<file path="config.mk">
export PLATFORM = sky130hd
export DESIGN_NAME = fft_reorder
export DESIGN_NICKNAME = d
export VERILOG_FILES = /design/src/rtl/fft_pkg.sv /design/src/rtl/fft_reorder_bank.sv /design/src/rtl/fft_reorder.sv
export SDC_FILE = /design/constraint.sdc
export NUM_CORES = 1
export LEC_CHECK = 0
export CELL_PAD_IN_SITES_DETAIL_PLACEMENT = 0
export CELL_PAD_IN_SITES_GLOBAL_PLACEMENT = 1
export CORE_UTILIZATION = 36
export CTS_BUF_LIST = sky130_fd_sc_hd__clkbuf_4 sky130_fd_sc_hd__clkbuf_8
export DETAILED_ROUTE_END_ITERATION = 12
export PLACE_DENSITY = 0.56
export SYNTH_ARGS = -nofsm -noshare
export SYNTH_HDL_FRONTEND = slang
export SYNTH_SLANG_ARGS = --single-unit
</file>
<file path="constraint.sdc">
create_clock -name clk -period 5.5 [get_ports clk]
set_input_delay 1.1 -clock clk [delete_from_list [all_inputs] [get_ports clk]]
set_output_delay 1.1 -clock clk [all_outputs]
set_load 0.01 [all_outputs]
</file>
<file path="src/rtl/fft_pkg.sv">
// Shared definitions for the fft datapath: default sizes, complex sample layout
// and a bit-reversal helper.
package fft_pkg;

    localparam int unsigned FFT_DW  = 34;
    localparam int unsigned FFT_N   = 16;
    localparam int unsigned FFT_AW  = 4;
    localparam int unsigned REV_MAX = 16;

    typedef struct packed {
        logic signed [FFT_DW/2-1:0] re;
        logic signed [FFT_DW/2-1:0] im;
    } fft_sample_t;

    // Reverse the low aw bits of x; bits at and above aw come back as zero.
    function automatic logic [REV_MAX-1:0] bitrev(input logic [REV_MAX-1:0] x,
                                                  input int unsigned aw);
        logic [REV_MAX-1:0] r;
        logic [REV_MAX-1:0] y;
        r = '0;
        y = x;
        for (int unsigned i = 0; i < REV_MAX; i++) begin
            if (i < aw) begin
                r = {r[REV_MAX-2:0], y[0]};
                y = y >> 1;
            end
        end
        return r;
    endfunction

endpackage

</file>
<file path="src/rtl/fft_reorder_bank.sv">
// One N x DW register bank: synchronous write port, combinational read port.
module fft_reorder_bank
    import fft_pkg::*;
#(
    parameter int unsigned DW = FFT_DW,
    parameter int unsigned N  = FFT_N,
    parameter int unsigned AW = FFT_AW
) (
    input  logic          clk,
    input  logic          we,
    input  logic [AW-1:0] waddr,
    input  logic [DW-1:0] wdata,
    input  logic [AW-1:0] raddr,
    output logic [DW-1:0] rdata
);

    logic [DW-1:0] mem [N];

    // Contents are intentionally not reset.
    always_ff @(posedge clk) begin
        if (we) begin
            mem[waddr] <= wdata;
        end
    end

    assign rdata = mem[raddr];

endmodule

</file>
<file path="src/rtl/fft_reorder.sv">
// Ping-pong reorder buffer: writes bit-reversed fft frames, replays them in natural order.
// Optional overflow flag port ovf_sticky is enabled by defining FFT_REORDER_OVF_EN.
module fft_reorder
    import fft_pkg::*;
#(
    parameter int unsigned DW = FFT_DW,
    parameter int unsigned N  = FFT_N
) (
    input  logic          clk,
    input  logic          rst_n,
    input  logic          in_valid,
    input  logic [DW-1:0] in_data,
    output logic          in_ready,
    output logic          out_valid,
    output logic [DW-1:0] out_data,
    input  logic          out_ready,
    output logic          out_first,
    output logic          out_last
`ifdef FFT_REORDER_OVF_EN
    ,
    output logic          ovf_sticky
`endif
);

    localparam int unsigned AW = $clog2(N);

    logic          wr_bank;
    logic          rd_bank;
    logic [AW-1:0] wr_cnt;
    logic [AW-1:0] rd_cnt;
    logic [1:0]    bank_full;

    logic          wr_fire;
    logic          wr_wrap;
    logic          rd_load;
    logic          rd_wrap;
    logic [AW-1:0] wr_addr;
    logic [DW-1:0] rd_data0;
    logic [DW-1:0] rd_data1;
    logic [DW-1:0] rd_data;
    logic [1:0]    bank_full_nxt;
    logic          wr_bank_nxt;

    assign wr_fire = in_valid && in_ready;
    assign wr_wrap = (wr_cnt == AW'(N - 1));
    assign rd_load = (!out_valid || out_ready) && bank_full[rd_bank];
    assign rd_wrap = (rd_cnt == AW'(N - 1));
    assign wr_addr = AW'(bitrev(REV_MAX'(wr_cnt), AW));
    assign rd_data = rd_bank ? rd_data1 : rd_data0;

    fft_reorder_bank #(.DW(DW), .N(N), .AW(AW)) u_bank0 (
        .clk   (clk),
        .we    (wr_fire && !wr_bank),
        .waddr (wr_addr),
        .wdata (in_data),
        .raddr (rd_cnt),
        .rdata (rd_data0)
    );

    fft_reorder_bank #(.DW(DW), .N(N), .AW(AW)) u_bank1 (
        .clk   (clk),
        .we    (wr_fire && wr_bank),
        .waddr (wr_addr),
        .wdata (in_data),
        .raddr (rd_cnt),
        .rdata (rd_data1)
    );

    // Write side fills a bank, read side frees one; they never target the same bank.
    always_comb begin
        bank_full_nxt = bank_full;
        wr_bank_nxt   = wr_bank;
        if (wr_fire && wr_wrap) begin
            bank_full_nxt[wr_bank] = 1'b1;
            wr_bank_nxt            = !wr_bank;
        end
        if (rd_load && rd_wrap) begin
            bank_full_nxt[rd_bank] = 1'b0;
        end
    end

    always_ff @(posedge clk) begin
        if (!rst_n) begin
            wr_bank   <= 1'b0;
            wr_cnt    <= '0;
            bank_full <= '0;
            in_ready  <= 1'b0;
        end else begin
            if (wr_fire) begin
                wr_cnt <= wr_cnt + AW'(1);
            end
            wr_bank   <= wr_bank_nxt;
            bank_full <= bank_full_nxt;
            in_ready  <= !bank_full_nxt[wr_bank_nxt];
        end
    end

    // Output register: refills whenever it is empty or being consumed.
    always_ff @(posedge clk) begin
        if (!rst_n) begin
            rd_bank   <= 1'b0;
            rd_cnt    <= '0;
            out_valid <= 1'b0;
            out_data  <= '0;
            out_first <= 1'b0;
            out_last  <= 1'b0;
        end else if (rd_load) begin
            out_data  <= rd_data;
            out_first <= (rd_cnt == '0);
            out_last  <= rd_wrap;
            out_valid <= 1'b1;
            rd_cnt    <= rd_cnt + AW'(1);
            if (rd_wrap) begin
                rd_bank <= !rd_bank;
            end
        end else if (out_ready) begin
            out_valid <= 1'b0;
        end
    end

`ifdef FFT_REORDER_OVF_EN
    always_ff @(posedge clk) begin
        if (!rst_n) begin
            ovf_sticky <= 1'b0;
        end else if (in_valid && !in_ready) begin
            ovf_sticky <= 1'b1;
        end
    end
`endif

endmodule

</file>
==> impl_metrics.ini, run 1 <==
[outcome]
outcome = complete, no violations

[grt]
grt_use_met3_pct = 3.06
grt_pass1_vias = 23600
grt_usage_pct = 19.0
antenna_found_initial = 9
use_met2_pct = 32.4
grt_max_degree = 102
met1_usage_pct = 24.8
global_route.peak_usage_layer = met2
grt_pass1_wl_um = 167000
grt-ovfl-total = 0

[setup_path]
crit_top_cell = a21oi_1
crit_type = reg -> reg
critPathMaxStageDelay_ns = 1.06
crit_family = flip-flops
worstSetupEndpointType = flop
arrival_ns = 3.99
critPathBufInv = 1
path_cells = buf_12, mux2i_1, a22oi_1, a21oi_1, or4_1, a21oi_1
crit_required_ns = 6.26
r2r_slack_ns = 2.27
startpoint_type = flop
critPathSlowestCell = dfxtp_4
crit_fanout = 53

[die]
die-area_um2 = 124000
start_util_pct = 36.5
rows = 127
die_h_um = 352
die-width_um = 352
boundaryPins = 76
coreArea_um2 = 121000

[cts]
cts_buffers = 192
cts.sinks = 1142
cts.hold.buffers_added = 0
clock_latency_ns = 0.85
postCtsResizedCells = 0
cts_tree = built
path_clk_slew_ns = 0.06
htree_levels = 4
postCtsSetupRepairBufs = 0
cts_buffer_depth = 3
clockRootBuffer = clkbuf_8

[placement]
gp_congestion = 0.772
portBuffers = 75
dp_hpwl_um = 70100
placed_cell_area_um2 = 46900

[power]
p_leak_nw = 14.9
vdd_drop_max_uv = 203
p_per_area_nw_per_um2 = 340

[sta]
final.setup_skew_ns = 0.0403
setup_violations = 0
rsz0062_at_grt = no
tightestPinTransition_ns = 1.28
hold_viol = 0
setup_tns_ns = 0
maxSlewHeadroom_pct = 14.5
layout_min_cycle_time_ns = 3.23
fmax_mhz = 310
hold_ws_ns = 0.493
post-route-period-util_pct = 58.6
final-max-slew-violation-count = 0

[logic_synthesis]
synth_ff_type = edfxtp_1
synth_area_leader_cell = edfxtp_1
synthTopCellsByArea = edfxtp_1 74%, mux2i_1 12%, a22oi_1 4.6%, dfxtp_1 2.5%, a21oi_1 2.0%
synth-seq-cells = 1142
synth-seq-area-share_pct = 76.6
yosysTopAreaCellShare_pct = 74.2
yosysMostFrequentCell = edfxtp_1
yosysUniqueCellTypes = 33
avgSynthCellArea_um2 = 17.9
synthesis.nets = 2504
synth_common_cells = 1088 x edfxtp_1, 547 x mux2i_1, 272 x a22oi_1
yosysWarningCount = 0
synthesis.area_um2 = 44000
syn_inst = 2460
synthArstFlopShare_pct = 0
synth-edff-count = 1088

[flow_run]
maxCapViolations = 0

[detailed_routing]
drtIter0Drc = 1711
routed_via_density = 5.16
routed_wl_um = 117000
firstDrtPassIters = 5
vias = 23000
drc = 0
wl_per_cell_um = 26.3
drtAntennaViolNets = 0

[layout]
areaGrowthSynthToFinish_pct = 15.1
fin_util_pct = 42.0
postLayoutCellArea_um2 = 50700
drive_gt1_share_pct = 16.1
nets = 2710

[worst_hold_path]
hold_path_class = reg -> reg
-- stage by stage --
step	cells	power [W]	setup slack (ns)
6_report	4449	0.0173	2.27
5_1_grt	4447	0.0178	2.18
4_1_cts	4445	0.0175	2.27
3_5_place_dp	4084	0.0100	1.39
3_3_place_gp	4084	0.0100	1.44
2_1_floorplan	2460	0.00978	1.22
-- cell usage in the layout (no fill, tap or decap), drive strengths merged --
cell type         n
or3               1
ha                6
or4b              1
clkdlybuf4s50    59
and2              3
clkinvlp          5
or4              34
clkbuf          265
bufinv            5
o21ai            38
inv              13
dfxtp            54
nor2b             4
nand2b            3
mux2i           547
xnor2             5
or2               2
nor3              1
o221a             1
buf             103
a21oi           174
o22ai             1
nand4             1
nand3             4
clkinv           79
diode             4
nand2            15
xor2              2
nor2             46
a22oi           272
and3              1
edfxtp         1088
-- final timing paths --
| kind | from | depth (start not counted) | end |
|---|---|---|---|
| setup reg to reg | flop | 6 | out_data[28] |
| hold reg to reg | out_first | 2 | out_first |
| setup / recovery | flop | 6 | out_data[28] |
| hold / removal | out_first | 2 | out_first |
-- logic make-up after synthesis --
group                      share of synthesized area (%)
DFF                                                 76.6
muxes                                               12.4
AOI/OAI and AO/OA                                   7.09
buffers and inverters                               2.14
and+or+nand+nor                                     1.39
xor gates and xnor gates                           0.139
adders and majority gates                          0.170
-- registers in the layout, indices dropped and copies added, names as in the netlist, named ones only --
register,cells
rd_bank,1
wr_bank,1
in_ready,1
out_data,34
out_last,1
rd_cnt,4
wr_cnt,4
out_valid,1
u_bank1.mem,544
u_bank0.mem,544
out_first,1
bank_full,2
-- worst reg2reg max path, stage by stage (launching register included) --
cell	delay (ns)
dfxtp_4	1.06
buf_12	0.48
mux2i_1	0.20
a22oi_1	0.36
a21oi_1	0.27
or4_1	0.64
a21oi_1	0.16
-- power by group --
| group | leakage (nW) | internal, W | switching [W] | total, W |
|---|---|---|---|---|
| combinational | 2.70 | 0.0000550 | 0.000224 | 0.000279 |
| clock | 2.03 | 0.00405 | 0.00338 | 0.00743 |
| sequential | 10.2 | 0.00954 | 0.00000633 | 0.00955 |
| total | 14.9 | 0.0137 | 0.00361 | 0.0173 |
-- metal layers --
layer	up-vias	routed length, µm
met5	-	0
met4	0	2660
met3	162	5120
met2	610	58700
met1	11800	50800
li1	10400	-
-- final cells by class --
class	count	area [µm²]
antenna	4	10.0
clock buffer	265	3230
clock inverter	96	592
fill	10800	69900
inverter	6	22.5
multi-input combinational	1162	9620
sequential	1142	33800
tap	1612	2020
timing repair buffer	162	1460
(Power assumes the default switching activity.)
==> run 2, diff against run 1 <==
==> constraint.sdc (replaced) <==
create_clock -name clk -period 3.3 [get_ports clk]
set_input_delay 0.66 -clock clk [delete_from_list [all_inputs] [get_ports clk]]
set_output_delay 0.66 -clock clk [all_outputs]
set_load 0.01 [all_outputs]
==> run 2 against run 1 <==
  * Clock-buffer cell count shrank 8
  * Clock power grew 60%
  * Via count grew 1.1%
  * Non-clock buffer count grew 57
==> impl_metrics.ini, run 2 (synthesized netlist as in run 1, its figures left out) <==
[layout]
top_regs = u_bank0.mem x544, u_bank1.mem x544, out_data x34
seq_area_um2 = 33800
final_cell_mix = 1088 x edfxtp_1, 547 x mux2i_1, 272 x a22oi_1
areaGrowthSynthToFinish_pct = 16.8
layout_commonest_cell = edfxtp_1
nFillCells = 10600
postLayoutCellArea_um2 = 51400
nets = 2763
multi_input_area_um2 = 9620
drive_gt1_share_pct = 17.2
fin_util_pct = 42.6

[worst_hold_path]
hold_path_class = in -> reg

[cts]
path_clk_slew_ns = 0.06
cts_buffer_depth = 3
postCtsSetupRepairBufs = 0
clock_latency_ns = 0.85
cts.hold.buffers_added = 0
cts.sinks = 1142
postCtsResizedCells = 0
cts_tree = built
cts_buffers = 188
clockRootBuffer = clkbuf_8
htree_levels = 4

[sta]
tightestPinTransition_ns = 1.02
rsz0062_at_grt = no
hold_viol = 0
layout_min_cycle_time_ns = 2.65
maxSlewHeadroom_pct = 32.2
fmax_mhz = 377
final-max-slew-violation-count = 0
final.setup_skew_ns = 0.0410
setup_ws_ns = 0.646
post-route-period-util_pct = 80.4
setup_tns_ns = 0
setup_violations = 0

[grt]
grt_usage_pct = 18.8
grt_pass1_vias = 24100
grt_max_degree = 63
grt-ovfl-total = 0
grt_pass1_wl_um = 166000
antenna_found_initial = 11

[setup_path]
crit_type = reg -> reg
startpoint_type = flop
worstSetupEndpointType = flop
arrival_ns = 3.42
crit_required_ns = 4.07
crit_fanout = 33
r2r_slack_ns = 0.65

[outcome]
outcome = complete, no violations

[placement]
gp_congestion = 0.780
dp_hpwl_um = 69100
portBuffers = 75
placed_cell_area_um2 = 47800
dp_slack_ns = 0.480

[detailed_routing]
drc = 0
firstDrtPassIters = 7
drtAntennaViolNets = 0
vias = 23200
drtIter0Drc = 2218
routed_wl_um = 116000
wl_per_cell_um = 25.8
routed_via_density = 5.18

[power]
p_leak_nw = 15.2
vdd_drop_max_uv = 341
p_per_area_nw_per_um2 = 551

[die]
coreArea_um2 = 121000
die-width_um = 352
die-area_um2 = 124000
die_h_um = 352
rows = 127
start_util_pct = 36.5
boundaryPins = 76

[flow_run]
maxCapViolations = 0
==> run 2: critical path, cell delays in order, from the launching register on <==
cell and delay, ns:
dfxtp_4 0.60, buf_12 0.31, buf_4 0.39, mux2i_1 0.13, a22oi_1 0.28, a21oi_1 0.09, or4_1 0.55, a21oi_1 0.16
==> run 2: final timing paths <==
kind / start / endpoint / cells past startpoint
setup reg to reg: flop / out_data[26] / 7
hold reg to reg: out_first / out_first / 2
hold / removal: rst_n / flop / 3
setup / recovery: flop / out_data[26] / 7
==> run 2: metal layers <==
layer	routed length, µm	track usage [%]	vias to the layer above
met5	0	0	-
met4	2780	5.84	0
met3	6440	3.76	197
met2	56200	31.0	659
met1	50300	24.8	11900
li1	-	-	10500
==> run 2: report_power, final <==
part           leakage [nW]  internal (W)  total, W  switching (W)
combinational          3.11      0.000108  0.000470       0.000362
sequential             10.2        0.0159    0.0159      0.0000107
clock                  1.91       0.00639    0.0119        0.00555
total                  15.2        0.0224    0.0283        0.00592
==> run 2: stage by stage <==
step | hold WS, ns | total power, W | std cells
6_report | 0.289 | 0.0283 | 4484
5_1_grt | 0.208 | 0.0293 | 4484
3_5_place_dp | 0.484 | 0.0167 | 4141
2_1_floorplan | 0.483 | 0.0163 | 2460
4_1_cts | 0.210 | 0.0287 | 4481
3_3_place_gp | 0.482 | 0.0167 | 4141
==> run 2: area by class of cell <==
| class | instances | share of cell area (%) |
|---|---|---|
| inverter | 6 | 0.0438 |
| timing repair buffer | 219 | 4.63 |
| sequential | 1142 | 65.6 |
| antenna | 3 | 0.0146 |
| multi-input combinational | 1162 | 18.7 |
| clock buffer | 257 | 6.10 |
| tap | 1612 | 3.92 |
| clock inverter | 83 | 0.942 |
